$ cat config.mk
export PLATFORM = sky130hd
export DESIGN_NAME = addrreturn
export DESIGN_NICKNAME = d
export VERILOG_FILES = /design/src/rtl/addrreturn.sv
export SDC_FILE = /design/constraint.sdc
export NUM_CORES = 1
export LEC_CHECK = 0
export ABC_AREA = 1
export BUFFER_PORTS_ARGS = -buffer_cell sky130_fd_sc_hd__buf_2
export CAP_MARGIN = 30
export CORE_ASPECT_RATIO = 1.1
export CORE_MARGIN = 1.5
export CORE_UTILIZATION = 44
export DETAILED_ROUTE_END_ITERATION = 8
export GPL_ROUTABILITY_DRIVEN = 0
export GPL_TIMING_DRIVEN = 0
export PLACE_DENSITY = 0.8
export SETUP_SLACK_MARGIN = 0.4
export SLEW_MARGIN = 0
export SYNTH_ARGS = -nofsm -noshare
export SYNTH_HDL_FRONTEND = slang
export SYNTH_SLANG_ARGS = --single-unit
$ cat constraint.sdc
create_clock -name i_clk -period 5.01 [get_ports i_clk]
set_input_delay 1.002 -clock i_clk [delete_from_list [all_inputs] [get_ports i_clk]]
set_output_delay 1.002 -clock i_clk [all_outputs]
set_load 0.05 [all_outputs]
$ cat src/rtl/addrreturn.sv
// Return path for one crossbar master: in-order FIFO of decoded targets that steers slave responses back.
// Optional head timeout is compiled in with ADDRRETURN_TIMEOUT_EN.
module addrreturn #(
  parameter int NS           = 8,
  parameter int DW           = 32,
  parameter int LGDEPTH      = 3,
`ifdef ADDRRETURN_TIMEOUT_EN
  parameter int LGTIMEOUT    = 10,
`endif
  parameter bit OPT_LOWPOWER = 1'b1
) (
  input  logic               i_clk,
  input  logic               i_reset,
  input  logic               i_abort,
  input  logic               i_req_valid,
  output logic               o_req_stall,
  input  logic [NS:0]        i_req_decode,
  input  logic [NS-1:0]      i_slv_ack,
  input  logic [NS-1:0]      i_slv_err,
  input  logic [NS*DW-1:0]   i_slv_data,
  output logic               o_ack,
  output logic               o_err,
  output logic [DW-1:0]      o_data,
  output logic [LGDEPTH:0]   o_outstanding,
  output logic               o_protocol_err
);

  localparam int IW    = $clog2(NS + 1);
  localparam int DEPTH = 1 << LGDEPTH;
  localparam logic [IW-1:0]    NO_SLV = IW'(NS);
  localparam logic [LGDEPTH:0] FULL   = (LGDEPTH + 1)'(DEPTH);

  logic [IW-1:0]      fifo_q [DEPTH];
  logic [LGDEPTH-1:0] wr_ptr_q, wr_ptr_d, rd_ptr_q, rd_ptr_d;
  logic [LGDEPTH:0]   count_q, count_d;
  logic               ack_q, ack_d, err_q, err_d, perr_q, perr_d;
  logic [DW-1:0]      data_q, data_d;

  logic          accept, pop, head_valid, head_none;
  logic [IW-1:0] head_idx, push_idx;
  logic          hit_ack, hit_err, slv_pop, stray, tmo_pop;
  logic [DW-1:0] hit_data;

  assign o_req_stall    = (count_q == FULL) || i_abort;
  assign accept         = i_req_valid && !o_req_stall;
  assign head_valid     = (count_q != '0);
  assign head_idx       = fifo_q[rd_ptr_q];
  assign head_none      = head_valid && (head_idx == NO_SLV);
  assign o_ack          = ack_q;
  assign o_err          = err_q;
  assign o_data         = data_q;
  assign o_outstanding  = count_q;
  assign o_protocol_err = perr_q;

  // Anything other than exactly one slave bit is routed to the bus-error path.
  always_comb begin
    int ones;
    logic [IW-1:0] enc;
    ones = 0;
    enc  = NO_SLV;
    push_idx = NO_SLV;
    for (int k = 0; k <= NS; k++) begin
      if (i_req_decode[k]) begin
        ones = ones + 1;
        enc  = IW'(k);
      end
    end
    if (ones == 1) push_idx = enc;
  end

  // Only the head slave may answer; any other responder is recorded and ignored.
  always_comb begin
    hit_ack  = 1'b0;
    hit_err  = 1'b0;
    hit_data = '0;
    stray    = 1'b0;
    for (int k = 0; k < NS; k++) begin
      if (i_slv_ack[k] || i_slv_err[k]) begin
        if (head_valid && (head_idx == IW'(k))) begin
          hit_ack  = i_slv_ack[k];
          hit_err  = i_slv_err[k];
          hit_data = i_slv_data[k*DW +: DW];
        end else begin
          stray = 1'b1;
        end
      end
    end
    slv_pop = hit_ack || hit_err;
  end

`ifdef ADDRRETURN_TIMEOUT_EN
  localparam int TW = LGTIMEOUT + 1;
  logic [TW-1:0] timer_q, timer_d;

  assign tmo_pop = head_valid && !head_none && !slv_pop
                   && (timer_q == TW'(1 << LGTIMEOUT));

  always_comb begin
    timer_d = timer_q + TW'(1);
    if (i_abort || pop || !head_valid || (accept && count_q == '0))
      timer_d = '0;
  end

  always_ff @(posedge i_clk) begin
    if (i_reset) timer_q <= '0;
    else         timer_q <= timer_d;
  end
`else
  assign tmo_pop = 1'b0;
`endif

  assign pop = head_none || slv_pop || tmo_pop;

  always_comb begin
    wr_ptr_d = wr_ptr_q + LGDEPTH'(accept);
    rd_ptr_d = rd_ptr_q + LGDEPTH'(pop);
    count_d  = count_q + (LGDEPTH + 1)'(accept) - (LGDEPTH + 1)'(pop);
    ack_d    = slv_pop && hit_ack && !hit_err;
    err_d    = hit_err || head_none || tmo_pop;
    perr_d   = perr_q || stray;
    if (OPT_LOWPOWER)
      data_d = ack_d ? hit_data : '0;
    else if (slv_pop)
      data_d = hit_data;
    else if (err_d)
      data_d = '0;
    else
      data_d = data_q;
    if (i_abort) begin
      wr_ptr_d = '0;
      rd_ptr_d = '0;
      count_d  = '0;
      ack_d    = 1'b0;
      err_d    = 1'b0;
      data_d   = OPT_LOWPOWER ? '0 : data_q;
    end
  end

  always_ff @(posedge i_clk) begin
    if (i_reset) begin
      wr_ptr_q <= '0;
      rd_ptr_q <= '0;
      count_q  <= '0;
      ack_q    <= 1'b0;
      err_q    <= 1'b0;
      data_q   <= '0;
      perr_q   <= 1'b0;
    end else begin
      wr_ptr_q <= wr_ptr_d;
      rd_ptr_q <= rd_ptr_d;
      count_q  <= count_d;
      ack_q    <= ack_d;
      err_q    <= err_d;
      data_q   <= data_d;
      perr_q   <= perr_d;
    end
  end

  always_ff @(posedge i_clk) begin
    if (accept) fifo_q[wr_ptr_q] <= push_idx;
  end

endmodule

==> reports/qor.yml <==
run_status:
  outcome: "completed"
clocking:
  cts_sinks: 77
  cts_made_buffers: 9
  clock_latency_ps: 350
  htreeDepth: 3
  cts_root_buffer: "clkbuf_16"
  clockBufferDepth: 2
  hold_buffers: 0
  clk_pin_slew_ps: 60
  cts_tree: "built"
yosys:
  synth_fp_nets: 1465
  synthCells: 1160
  synthTopCellsByArea: "nand2_1 (17%), edfxtp_1 (14%), dfxtp_1 (13%)"
  ys_seq_area_frac: 0.2643
  synth.distinct_cells: 40
  synth-seq-cells: 77
  yosysTopAreaCell: "nand2_1"
  yosysWarnings: 0
  syn_avg_cell_area_sq_um: 6.073
  syn_area_sq_um: 7044
  synth_top_area_frac: 0.1716
detailed_routing:
  drt-pass1-iter-count: 6
  drt-met1-wl_mm: 11.39
  post-route-drc-count: 0
  routed_wire_length_per_instance_microns: 17.21
  wl_met3_mm: 3.631
  top_layer: "met4"
  met2_length_mm: 13.40
  drtIter0Drc: 610
  drt-total-wl_mm: 29.66
  dr_total_vias: 8887
  ant_nets: 0
  viasPerCell: 5.155
cells_and_area:
  fillers: 1446
  area_delta_synth_final_pct: 36.06
  drive_gt1_frac: 0.3223
  nets: 1817
global_routing:
  grt-ovfl-total: 0
  grt_pass1_vias: 8118
  grt_use_total: 0.3410
  antenna_found_initial: 6
  grt_pass1_wl_mm: 42.68
  grt_max_degree: 16
critical_path:
  rr_startpoint: "rd_ptr_q[0]"
  reg2reg_to: "o_outstanding[2]"
  worstPathArrival_ps: 4930
  critPathMaxFanout: 8
  crit_end: "fifo_q[5][1]"
  path_class: "primary input to flip-flop"
  crit_start: "i_req_decode[1]"
  r2r_slack_ps: 1620
  slowest_delay_ps: 270
  worstRegToRegCells: 24
  crit_path_start_kind: "primary input"
  cp.required_ps: 5170
  slowest_stage: "ha_4"
  crit_path_end_kind: "flip-flop"
timing:
  whs_ps: 547.7
  rsz0062_at_grt: "true"
  setup_viol: 0
  finalCritPeriodShare: 0.9510
  finalClockSkew_ps: 8.708
  period_needed_ps: 4764
  final_max_slew_viol_count: 0
  hold_viol: 0
  fmax_mhz: 209.9
  slew-limit-headroom: 0.5406
  worst_slew_pin_slew_ps: 689.0
placed_design:
  dp_hpwl_mm: 23.74
  numPortBuffers: 324
floorplanning:
  boundaryPins: 325
  fp.dieH_microns: 135.7
  die_area_sq_um: 16780
  start_util: 0.4494
  die_w_microns: 123.6
  coreArea_sq_um: 15680
  num_rows: 48
power:
  leakage_nw: 4.959
  peakVddDrop_mv: 0.2106
  power_mw: 2.115
  p_per_area_nw_per_um2: 220.7
min_path:
  hold_path.class: "flip-flop to flip-flop"
run:
  cap_violations: 0
-- Yosys cell counts, drive strengths merged --
master and count:
a211oi 1, a21oi 106, a221oi 1, buf 42, clkbuf 17, clkinv 1, dfxtp 45, edfxtp 32
fa 1, ha 19, inv 215, nand2 326, nand3 78, nand3b 33, nand4 5, nor2 82
nor4 1, o2111ai 1, o211ai 2, o21a 1, o21ai 108, o31ai 1, or2 35, xnor2 4
xor2 3
-- registers in the layout, indices dropped and copies added (netlist names) --
signal,flops
o_protocol_err,1
o_outstanding,4
fifo_q,32
rd_ptr_q,3
wr_ptr_q,3
o_ack,1
o_data,32
o_err,1
-- worst max-delay path, delay by kind of cell --
kind | cells | cell delay [ps]
adder cells (fa/ha/maj) | 5 | 1110
XOR/XNOR | 1 | 160
buffers and inverters | 12 | 1070
AND/OR/NAND/NOR | 18 | 1540
-- timing repair --
item | 4_1_cts | 5_1_grt
buffers inserted | 14 | 3
gates resized for setup | 16 | 13
setup endpoints to repair | 32 | 32
pin swaps | 17 | 17
gates cloned | 0 | 0
-- routing by layer --
metal / vias to the layer above / track usage
li1: 4353 / -
met5: - / 0
met1: 3923 / 0.4117
met3: 69 / 0.1178
met4: 0 / 0.1469
met2: 542 / 0.5473
-- power by group --
| part | internal (mW) | leakage (nW) | switching, mW |
|---|---|---|---|
| clock | 0.342 | 0.139 | 0.276 |
| sequential | 0.676 | 0.650 | 0.00866 |
| combinational | 0.312 | 4.17 | 0.501 |
| total | 1.33 | 4.96 | 0.786 |
-- kinds of logic after synthesis --
family | count (synthesis) | synth area share
AOI/OAI and AO/OA | 221 | 0.1790
xor gates and xnor gates | 7 | 0.008704
adders and majority gates | 20 | 0.03659
buffers and inverters | 275 | 0.1600
DFF | 77 | 0.2643
and+or+nand+nor | 560 | 0.3513
-- worst min path at each step --
stage	cells past startpoint	slack (ps)	start	to
2_1_floorplan	2	520	wr_ptr_q[2]	wr_ptr_q[2]
3_3_place_gp	2	510	o_protocol_err	o_protocol_err
3_5_place_dp	2	530	o_protocol_err	o_protocol_err
4_1_cts	2	560	o_protocol_err	o_protocol_err
5_1_grt	2	600	o_protocol_err	o_protocol_err
6_report	2	550	o_protocol_err	o_protocol_err
-- cell type report --
cell class	instances	area, sq um	share of cell area
Antenna cell	7	17.52	0.001828
Buffer	59	314.1	0.03277
Clock buffer	9	225.2	0.02350
Clock inverter	7	56.30	0.005875
Inverter	216	833.3	0.08695
Multi-Input combinational cell	808	4255	0.4440
Sequential cell	77	1862	0.1943
Tap cell	200	250.2	0.02611
Timing Repair Buffer	341	1770	0.1847
-- placed cells by master, fill, tap and decap left out, drive strengths merged, types with 2 or more instances in the layout --
cell type	netlist	final
a21oi	106	106
buf	42	383
clkbuf	17	26
clkinv	1	3
dfxtp	45	45
diode	0	7
edfxtp	32	32
ha	19	19
inv	215	219
nand2	326	326
nand3	78	78
nand3b	33	33
nand4	5	5
nor2	82	82
o211ai	2	2
o21ai	108	108
or2	35	35
xnor2	4	4
xor2	3	3
-- through the flow --
| stage | TNS [ps] | utilization | instance area, sq um | cells | setup WS, ps |
|---|---|---|---|---|---|
| after floorplan | 0 | - | 7151 | 1160 | 146.7 |
| after global placement | -10380 | 0.5756 | 9022 | 1684 | -348.6 |
| after detailed placement | -12710 | 0.5756 | 9022 | 1684 | -415.6 |
| after CTS | 0 | 0.6049 | 9482 | 1714 | 258.1 |
| after global routing | 0 | 0.6113 | 9582 | 1723 | 29.23 |
| final | 0 | 0.6114 | 9584 | 1724 | 245.7 |
Power figures use the tool's default switching activity.
